File: config.mk
export PLATFORM = sky130hd
export DESIGN_NAME = clarvi_mem_arbiter
export DESIGN_NICKNAME = d
export VERILOG_FILES = /design/src/rtl/clarvi_mem_pkg.sv /design/src/rtl/clarvi_route_fifo.sv /design/src/rtl/clarvi_mem_arbiter.sv
export SDC_FILE = /design/constraint.sdc
export NUM_CORES = 1
export LEC_CHECK = 0
export CAP_MARGIN = 20
export CORE_AREA = 2 2 87 89
export CTS_BUF_LIST = sky130_fd_sc_hd__clkbuf_8
export CTS_CLUSTER_SIZE = 25
export DETAILED_ROUTE_END_ITERATION = 8
export DIE_AREA = 0 0 89 91
export PLACE_DENSITY = 0.9
export SKIP_LAST_GASP = 1
export SYNTH_ARGS = -nofsm -noshare
export SYNTH_HDL_FRONTEND = slang
export SYNTH_SLANG_ARGS = --single-unit
File: constraint.sdc
create_clock -name clock -period 3.1 [get_ports clock]
set_input_delay 0.31 -clock clock [delete_from_list [all_inputs] [get_ports clock]]
set_output_delay 0.31 -clock clock [all_outputs]
set_load 0.02 [all_outputs]
File: src/rtl/clarvi_mem_pkg.sv
// Shared types for the clarvi instruction/data memory arbiter.
package clarvi_mem_pkg;

    typedef enum logic {
        REQ_INSTR = 1'b0,
        REQ_DATA  = 1'b1
    } requester_t;

endpackage

File: src/rtl/clarvi_route_fifo.sv
// Small FIFO of requester IDs; records who owns each outstanding read so responses can be routed back.
module clarvi_route_fifo
    import clarvi_mem_pkg::*;
#(
    parameter  int DEPTH = 4,
    localparam int PW    = $clog2(DEPTH),
    localparam int CW    = $clog2(DEPTH) + 1
) (
    input  logic          clock,
    input  logic          reset_n,
    input  logic          push,
    input  requester_t    push_id,
    input  logic          pop,
    output requester_t    head,
    output logic          full,
    output logic          empty,
    output logic [CW-1:0] count
);

    requester_t    mem [DEPTH];
    logic [PW-1:0] wr_ptr;
    logic [PW-1:0] rd_ptr;
    logic          do_push;
    logic          do_pop;

    assign full    = (count == CW'(DEPTH));
    assign empty   = (count == '0);
    assign do_push = push && !full;
    assign do_pop  = pop && !empty;
    assign head    = mem[rd_ptr];

    // Storage needs no reset: nothing is read from it unless count says it is valid.
    always_ff @(posedge clock) begin
        if (do_push) begin
            mem[wr_ptr] <= push_id;
        end
    end

    // DEPTH is a power of two, so the pointers wrap naturally.
    always_ff @(posedge clock or negedge reset_n) begin
        if (!reset_n) begin
            wr_ptr <= '0;
            rd_ptr <= '0;
            count  <= '0;
        end else begin
            if (do_push) begin
                wr_ptr <= wr_ptr + 1'b1;
            end
            if (do_pop) begin
                rd_ptr <= rd_ptr + 1'b1;
            end
            case ({do_push, do_pop})
                2'b10:   count <= count + 1'b1;
                2'b01:   count <= count - 1'b1;
                default: count <= count;
            endcase
        end
    end

endmodule

File: src/rtl/clarvi_mem_arbiter.sv
// Round-robin sharing of one Avalon-MM slave between the clarvi instruction and data ports,
// with zero-latency routing of read responses through an ID FIFO.
module clarvi_mem_arbiter
    import clarvi_mem_pkg::*;
#(
    parameter int ADDR_WIDTH  = 14,
    parameter int MAX_PENDING = 4
) (
    input  logic                  clock,
    input  logic                  reset_n,

    input  logic [ADDR_WIDTH-1:0] avs_instr_address,
    input  logic                  avs_instr_read,
    output logic [31:0]           avs_instr_readdata,
    output logic                  avs_instr_waitrequest,
    output logic                  avs_instr_readdatavalid,

    input  logic [ADDR_WIDTH-1:0] avs_data_address,
    input  logic [3:0]            avs_data_byteenable,
    input  logic                  avs_data_read,
    input  logic                  avs_data_write,
    input  logic [31:0]           avs_data_writedata,
    output logic [31:0]           avs_data_readdata,
    output logic                  avs_data_waitrequest,
    output logic                  avs_data_readdatavalid,

    output logic [ADDR_WIDTH-1:0] avm_mem_address,
    output logic [3:0]            avm_mem_byteenable,
    output logic                  avm_mem_read,
    output logic                  avm_mem_write,
    output logic [31:0]           avm_mem_writedata,
    input  logic [31:0]           avm_mem_readdata,
    input  logic                  avm_mem_waitrequest,
    input  logic                  avm_mem_readdatavalid,

    output logic                  err_orphan_response
);

    localparam int CW = $clog2(MAX_PENDING) + 1;

    requester_t    grant;
    requester_t    last_grant;
    requester_t    lock_grant;
    requester_t    fifo_head;
    logic          lock;
    logic          req_i;
    logic          req_d;
    logic          cmd_read;
    logic          cmd_write;
    logic          cmd_valid;
    logic          rd_block;
    logic          accept;
    logic          fifo_pop;
    logic          fifo_empty;
    logic          fifo_full_unused;
    logic [CW-1:0] fifo_count;

    assign req_i = avs_instr_read;
    assign req_d = avs_data_read | avs_data_write;

    // Contention goes to whoever was not served last; a stalled command keeps its grant.
    always_comb begin
        grant = REQ_INSTR;
        if (lock) begin
            grant = lock_grant;
        end else if (req_i && req_d) begin
            grant = (last_grant == REQ_DATA) ? REQ_INSTR : REQ_DATA;
        end else if (req_d) begin
            grant = REQ_DATA;
        end
    end

    always_comb begin
        if (grant == REQ_DATA) begin
            avm_mem_address    = avs_data_address;
            avm_mem_byteenable = avs_data_byteenable;
            avm_mem_writedata  = avs_data_writedata;
            cmd_read           = avs_data_read;
            cmd_write          = avs_data_write;
        end else begin
            avm_mem_address    = avs_instr_address;
            avm_mem_byteenable = 4'hF;
            avm_mem_writedata  = 32'h0;
            cmd_read           = avs_instr_read;
            cmd_write          = 1'b0;
        end
    end

    // Full FIFO blocks reads even if a response pops this cycle.
    assign cmd_valid     = cmd_read | cmd_write;
    assign rd_block      = cmd_read && (fifo_count == CW'(MAX_PENDING));
    assign avm_mem_read  = cmd_read && !rd_block;
    assign avm_mem_write = cmd_write;
    assign accept        = cmd_valid && !avm_mem_waitrequest && !rd_block;

    assign avs_instr_waitrequest = !(req_i && grant == REQ_INSTR) || avm_mem_waitrequest || rd_block;
    assign avs_data_waitrequest  = !(req_d && grant == REQ_DATA)  || avm_mem_waitrequest || rd_block;

    assign fifo_pop                = avm_mem_readdatavalid && !fifo_empty;
    assign avs_instr_readdatavalid = fifo_pop && (fifo_head == REQ_INSTR);
    assign avs_data_readdatavalid  = fifo_pop && (fifo_head == REQ_DATA);
    assign avs_instr_readdata      = avm_mem_readdata;
    assign avs_data_readdata       = avm_mem_readdata;

    clarvi_route_fifo #(
        .DEPTH (MAX_PENDING)
    ) u_route_fifo (
        .clock   (clock),
        .reset_n (reset_n),
        .push    (accept && cmd_read),
        .push_id (grant),
        .pop     (fifo_pop),
        .head    (fifo_head),
        .full    (fifo_full_unused),
        .empty   (fifo_empty),
        .count   (fifo_count)
    );

    always_ff @(posedge clock or negedge reset_n) begin
        if (!reset_n) begin
            last_grant          <= REQ_DATA;
            lock_grant          <= REQ_DATA;
            lock                <= 1'b0;
            err_orphan_response <= 1'b0;
        end else begin
            lock       <= cmd_valid && !accept;
            lock_grant <= grant;
            if (accept) begin
                last_grant <= grant;
            end
            if (avm_mem_readdatavalid && fifo_empty) begin
                err_orphan_response <= 1'b1;
            end
        end
    end

endmodule
==> metrics.md <==
| Metric | Value |
|---|---|
| Status | complete, no violations |
| Cts hold-fix bufs | 0 |
| Startpoint Class | primary input |
| Average size of a mapped cell | 8.945 um^2 |
| Vias in the first global route | 1476 |
| Routed WL | slightly above 5000 um |
| Area growth syn-to-layout | 55.01% |
| Final Instance Count excl. Fillers | roughly 360 |
| Worst Hold Class | primary input to async pin |
| # port buffers | 127 |
| Nets | 367 |
| Final hold viol count | 0 |
| Post-layout minimum cycle time | 2735 ps |
| DRC | 0 |
| Synth top area cells | buf_4 29%, and2_1 14%, dfrtp_1 13% |
| Per-cell routed wire length | around 14 um |
| Post-Syn Area | between 0.0015 and 0.002 mm^2 |
| Rows | 31 |
| Unrepaired setup endpoints after global routing | no |
| Core area | 0.007137 mm^2 |
| Placed insts | 352 |
| Share of the yosys chip area belonging to registers | between 20% and 30% |
| Io pins | ~220 |
| CP startpoint | avs_instr_read |
| CP required | 2790 ps |
| Max Freq | 365.6 MHz |
| Leading area contributor after synthesis | buf_4 |
| Pins Over Slew Limit | 0 |
| Longest Clk Path Bufs | 2 |
| Ys Warns | 0 |
| Pre-antenna DRT Iters | 4 |
| Vias | 1394 |
| Total grt overflow | 0 |
| Setup tns final | 0 ps |
| Cts bufs inserted | 3 |
| Die W | 89 um |
| Largest net degree at the start of global routing | 57 |
| CTS tree | yes |
| CP Capture Type | output pin |
| Clock sink count | 15 |
| Die area | approximately 0.0081 mm^2 |
| Fin crit share | 88.23% |
| Max_slew headroom | between 60% and 70% |
| Data arrival time of the critical path | 2430 ps |
| Initial Utilization | roughly 24% |
| Via-to-Cell Ratio | around 4 |
| Post-CTS resize count | 0 |
| Share of cells above drive strength 1 | 10.89% |
| Final Power | approximately 0.0020 W |
| Tot GR Track Use | 11.90% |
| Synth Instances | 194 |
| Yosys reg bits | 15 |
| Initial antenna violation count | 0 |
| Post-CTS setup buffer count | 0 |
| Root Buffer | clkbuf_8 |
| H-tree Lvls | 1 |
| Hpwl dp | 4306 um |
| Worst-margin pin slew | 523.6 ps |
| Maximum vdd drop | 0.2274 mV |
| Critical path type | primary input to output pin |
| Finish-stage setup viols | 0 |
| R2r startpoint | last_grant |
| Layout Skew | 2.663 ps |
| Clock transition at path regs | 60 ps |
| First-pass GRT wire length | about 7500 um |
| Final ANT Viol Nets | 0 |
| DR iter-0 viols | 35 |
| Die Y | 91 um |
| Skew-Pair Late Insertion Delay | between 200 and 300 ps |
| Post-synthesis cell type count | 34 |
| Power per cell area | 734.0 mW/mm^2 |
| Routability cong. | 0.7988 |
| Leakage | 1.043 nW |
| Fill count | 730 |
| CP Max Fanout | 56 |
| Post-synthesis net count | between 300 and 400 |
| Area share of the largest cell type after synthesis | 28.55% |
| Antenna cell count | 0 |
| Max Cap Viol | 0 |
-- through the flow --
stage / instance area, um^2 / hold WS (ps) / worst slack, ps / util, %
finish: 2690 / 402.5 / 365.0 / 37.69
global route: 2690 / 453.9 / 251.9 / 37.69
CTS: 2690 / 428.0 / 354.9 / 37.69
detailed placement: 2644 / 451.4 / 363.1 / 37.04
global placement: 2644 / 446.5 / 409.8 / 37.04
floorplan: 1735 / 14.41 / 1061 / -
-- where the power goes --
group | internal, W | switching (W) | total [W]
clock network | 0.0000891 | 0.0000712 | 0.000160
logic | 0.000748 | 0.000686 | 0.00143
registers | 0.000306 | 0.0000753 | 0.000381
-- layout make-up --
type	instances	area [um^2]	share of cell area (%)
timing repair buffer	128	1291	48.00
multi-input combinational	99	789.5	29.35
sequential	15	397.9	14.79
tap	99	123.9	4.605
clock buffer	3	41.29	1.535
inverter	11	41.29	1.535
clock inverter	1	5.005	0.1860
-- state kept, by name, summed over array words and instances (netlist names) --
signal and cells:
u_route_fifo.count 3, u_route_fifo.wr_ptr 2, lock 1, last_grant 1
u_route_fifo.mem 4, lock_grant 1, u_route_fifo.rd_ptr 2, err_orphan_response 1
-- placed cells by master, fill, tap and decap left out, types with 2 or more instances in the layout --
master / instances
nand2b_1: 6
ha_1: 5
clkbuf_8: 3
clkdlybuf4s50_1: 127
nor3_1: 2
mux2_2: 14
xor2_1: 2
xnor2_1: 4
edfxtp_1: 4
dfrtp_1: 9
nor2_1: 5
nand3_1: 2
and2_1: 38
inv_1: 10
dfstp_2: 2
nand2_1: 4
-- cells in the mapped netlist --
master     n
and3_4     1
xor2_1     2
nor2_1     5
nand2_1    4
ha_1       5
inv_1     10
dfstp_2    2
mux2_2    14
a31oi_1    1
nor3b_2    1
edfxtp_1   4
or3_1      1
nor3_1     2
clkbuf_1   3
mux4_2     1
and2_1    38
mux2_1     1
a21o_1     1
buf_4     66
dfrtp_1    9
nand2b_1   6
o31ai_4    1
mux2i_1    1
fa_1       1
xnor2_1    4
o21ai_0    1
a32o_1     1
nand3_1    2
inv_2      1
o21ai_2    1
or2_1      1
nor3_4     1
nand3b_1   1
a21oi_1    1
-- cells by family after synthesis --
logic type               after synthesis  synth area share, %
AO/OA/AOI/OAI                          7                3.677
XOR/XNOR                               6                3.028
adder cells (fa/ha/maj)                6                4.759
buffers and inverters                 80                31.58
flip-flops                            15                22.93
multiplexers                          17                11.61
AND/OR/NAND/NOR                       63                22.42
-- critical path, cell delays in order --
cell and delay (ps):
clkdlybuf4s50_1 460, and2_1 210, o31ai_4 260, buf_12 260, mux2_2 360, clkdlybuf4s50_1 540
-- final timing paths --
check	to	slack (ps)	depth (start not counted)
max reg2reg	u_route_fifo.count[2]	880	11
max in group asynchronous	last_grant	2340	1
min	err_orphan_response	400	1
min in group clock	err_orphan_response	460	1
min reg2reg	err_orphan_response	460	1
max	avm_mem_address[9]	360	6
-- routing by layer --
layer	up-vias	GRT usage (%)	part of all wire, %
li1	677	-	-
met5	-	0	0
met1	624	12.85	35
met3	24	4.364	10
met2	69	20.40	51
met4	0	5.224	3.6
(Power assumes the default switching activity.)
==> variant 1, RTL diff (config.mk and constraints unchanged) <==
`ADDR_WIDTH`: 14 -> 13.
--- a/src/rtl/clarvi_mem_arbiter.sv
+++ b/src/rtl/clarvi_mem_arbiter.sv
@@ -5,3 +5,3 @@
 #(
-    parameter int ADDR_WIDTH  = 14,
+    parameter int ADDR_WIDTH  = 13,
     parameter int MAX_PENDING = 4
Ports: changed (resized avm_mem_address, avs_data_address and avs_instr_address); port bits go from 224 to 221. No check against the original RTL was run, so the function may have changed too.
==> variant 1 against the unedited design <==
Clock skew is 0.0019 ns higher; sequential cell count stayed put; synthesized area is 0.79% lower; final area is 1.6% lower; setup slack better by 0.018 ns; total power is 2.1% lower; clock power is 5% lower; routed wire length is 14% lower; sequential share of layout area is 0.24 points higher; critical path type unchanged; largest cell class unchanged.
==> variant 1: results (changes against the unedited design) <==
* CP Capture Point: avm_mem_address[2]
* Met3 Track Usage GR at 0.0382 (-0.00545)
* Worst Clk Skew at 0.00458 ns (+0.00192 ns)
* Fillers at 737 (+0.96%)
* Global-route wire length before repair at 6.63 mm (-12%)
* DP Area at 0.00260 sq mm (-1.6%)
* Pin count of the biggest net entering global routing at 56 (-1.8%)
* Count of non-CTS buffers in the layout at 125 (-2.3%)
* Fraction of power spent switching nets at 0.417 (-0.00439)
* Sequential cells at 15 (unchanged)
* Layout cell share with drive strength beyond 1 at 0.103 (-0.00618)
* Via total after detailed routing at 1358 (-2.6%)
* Initial antenna violation count at 0 (unchanged)
* Leak at 1.03 nW (-1.4%)
* Pre-CTS setup slack at 0.369 ns (+0.00585 ns)
* Routed wire length at 4.34 mm (-14%)
* Buffering overhead at 0.476 (-0.00363)
* I/O Buffers at 124 (-2.4%)
* Worst hold slack at 0.405 ns (+0.00292 ns)
* Top cells by area, synth: buf_4 28%, and2_1 14%, dfrtp_1 13%
* Met3 WL post-DR at 308 um (-41%)
* Reg2Reg Setup Slack at 0.85 ns (-0.03 ns)
* Fin nets at 361 (-1.6%)
* Worst Slack Setup Final at 0.383 ns (+0.0179 ns)
* Post-Syn Area per Cell at 8.92 sq um (-0.28%)
* Global Route Usage Sum at 0.103 (-0.0160)
* Met2 WL post-DR at 2.28 mm (-11%)
* DR iter-0 viols at 39 (+11%)
* Count of cell types in the netlist at 35 (+2.9%)
* Worst vdd ir at 0.000258 V (+13%)
* Worst Path Max Fanout at 55 (-1.8%)
* CP arrival at 2.41 ns (-0.02 ns)
* Status: finished clean
* Synthesized Nets at 300 (-0.99%)
* Sequential share of cell area at 0.150 (+0.00238)
* Placer congestion estimate at 0.705 (-12%)
* Post-synthesis sequential area ratio at 0.231 (+0.00183)
* DP HPWL at 3.67 mm (-15%)
* Vias in the first global route at 1415 (-4.1%)
* Resize count post-CTS at 0 (unchanged)
* Fraction of area in multi-input gates at 0.294 (+0.000462)
* Post-synth top cells: 65 x buf_4, 38 x and2_1, 13 x mux2_2
* GR Util met2 at 0.178 (-0.0255)
* Multi-In Gates at 98 (-1.0%)
* Post-DR vias/cell at 3.86 (-1.5%)
## variant 1: worst max-delay path, delay by kind of cell
kind,cells,cell delay [ns]
compound gates,1,0.26
buf+inv,3,1.25
simple gates,1,0.21
mux,1,0.36
## variant 1: power groups by stage
| stage | registers, W | clock network (W) | logic (W) |
|---|---|---|---|
| after CTS | 0.000381 | 0.000160 | 0.00143 |
| after global routing | 0.000396 | 0.000175 | 0.00151 |
| after detailed placement | 0.000383 | 0 | 0.00142 |
| after global placement | 0.000379 | 0 | 0.00139 |
| after floorplan | 0.000375 | 0 | 0.000926 |
| final | 0.000381 | 0.000152 | 0.00140 |
## variant 1: kinds of logic after synthesis
family,Yosys count,synth area share
adders and majority gates,6,0.0480
buffers and inverters,80,0.317
xor gates and xnor gates,6,0.0305
AOI/OAI and AO/OA,7,0.0371
muxes,16,0.110
and+or+nand+nor,63,0.226
DFF,15,0.231
==> variant 2, RTL diff (same flow settings) <==
Made on the original files. Register the output `err_orphan_response` once more, with the module's reset; this adds one clock of latency there. The other outputs are not delayed to match.
--- a/src/rtl/clarvi_mem_arbiter.sv
+++ b/src/rtl/clarvi_mem_arbiter.sv
@@ -39,2 +39,4 @@
     localparam int CW = $clog2(MAX_PENDING) + 1;
+
+    logic err_orphan_response_s0;
 
@@ -123,3 +125,3 @@
             lock                <= 1'b0;
-            err_orphan_response <= 1'b0;
+            err_orphan_response_s0 <= 1'b0;
         end else begin
@@ -131,3 +133,3 @@
             if (avm_mem_readdatavalid && fifo_empty) begin
-                err_orphan_response <= 1'b1;
+                err_orphan_response_s0 <= 1'b1;
             end
@@ -136,2 +138,10 @@
 
+    always_ff @(posedge clock or negedge reset_n) begin
+        if (!reset_n) begin
+            err_orphan_response <= '0;
+        end else begin
+            err_orphan_response <= err_orphan_response_s0;
+        end
+    end
+
 endmodule
Behaviour: not the same (a bounded check fails within 4 cycles, from zero or initial values and one cycle with reset_n low).
==> variant 2 against the unedited design <==
Routed wire length is 10% lower; final area is 1.2% higher; sequential cell count is 1 higher; largest cell class unchanged; setup slack worse by 0.023 ns; register-to-register slack worse by 0.03 ns; non-clock buffer count is 1 higher; total power is 1.1% higher; synthesized area is 1.4% higher.
==> variant 2: results (changes against the unedited design) <==
* Status: finished clean
* Pre-CTS setup slack at 0.349 ns (-0.0139 ns)
* Synthesized Nets at 304 (+0.33%)
* Routed wire length at 4.56 mm (-10%)
* Worst Hold Class: reg2reg
* Met2 WL post-DR at 2.38 mm (-7.5%)
* Placed Cells at 354 (+0.57%)
* CP arrival at 2.45 ns (+0.02 ns)
* Global-route wire length before repair at 6.65 mm (-11%)
* GR Layer Usage met1 at 0.110 (-0.0188)
* DP Area at 0.00268 sq mm (+1.2%)
* Met3 Track Usage GR at 0.0509 (+0.00727)
* Pin count of the biggest net entering global routing at 51 (-11%)
* DRT met1 WL at 1.61 mm (-9.9%)
* Worst vdd ir at 0.000229 V (+0.92%)
* Slew margin rel. at 0.655 (+0.00527)
* Vias in the first global route at 1371 (-7.1%)
* Layout cell share with drive strength beyond 1 at 0.108 (-0.000841)
* Synth async-reset ratio at 0.750 (+0.0167)
* Worst Path Max Fanout at 50 (-11%)
* Placer congestion estimate at 0.770 (-3.7%)
* Fin nets at 369 (+0.54%)
* Top cells by area, synth: buf_4 28%, dfrtp_1 14%, and2_1 14%
* Post-synthesis sequential area ratio at 0.240 (+0.0110)
* Post-Synthesis Cells at 195 (+0.52%)
* DP HPWL at 3.98 mm (-7.6%)
* Post-DR vias/cell at 3.91 (about the same)
* DR iter-0 viols at 30 (-14%)
* Post-synth top cells: 66 x buf_4, 38 x and2_1, 14 x mux2_2
* Met3 WL post-DR at 507 um (-2.1%)
* GR Util met2 at 0.180 (-0.0243)
* Global Route Usage Sum at 0.103 (-0.0155)
* CTS root buf: clkbuf_8
* Clk pin slew, worst setup/hold paths at roughly 0.070 ns
==> variant 2: final cells by class <==
cell class                      count  area [sq um]
Clock inverter                      1          3.75
Multi-Input combinational cell     99           790
Timing Repair Buffer              129          1300
Clock buffer                        3          41.3
Fill cell                         707          4420
Inverter                           11          41.3
Tap cell                           99           124
Sequential cell                    16           423
==> variant 2: cells by family (layout without fill, tap and decap cells) <==
logic type | after synthesis | in the layout | synth area share
AOI/OAI and AO/OA | 7 | 7 | 0.0362
xor gates and xnor gates | 6 | 6 | 0.0299
adders and majority gates | 6 | 6 | 0.0469
buffers and inverters | 80 | 144 | 0.311
DFF | 16 | 16 | 0.240
muxes | 17 | 17 | 0.114
and+or+nand+nor | 63 | 63 | 0.221
==> variant 2: worst register-to-register path: stages (launching register included) <==
cell	delay [ns]
dfstp_2	0.54
nand2b_1	0.10
nand3_1	0.11
and3_4	0.19
nor3_4	0.30
inv_1	0.08
ha_1	0.21
inv_1	0.07
fa_1	0.17
xor2_1	0.16
nor2_1	0.07
xor2_1	0.14
==> variant 2: worst paths after layout <==
check | startpoint | end | slack, ns | cells after the start
worst min register to register | err_orphan_response_s0 | err_orphan_response | 0.38 | 0
worst max register to register | last_grant | u_route_fifo.count[2] | 0.85 | 11
max in group asynchronous | reset_n | last_grant | 2.33 | 1
worst max-delay path | avs_instr_read | avm_mem_address[1] | 0.34 | 6
worst min-delay path | err_orphan_response_s0 | err_orphan_response | 0.38 | 0
min in group asynchronous | reset_n | u_route_fifo.rd_ptr[1] | 0.40 | 1
==> variant 2: where the power goes <==
part	internal, W	switching, W
Combinational	0.000754	0.000685
Sequential	0.000325	0.0000762
Clock	0.0000876	0.0000683
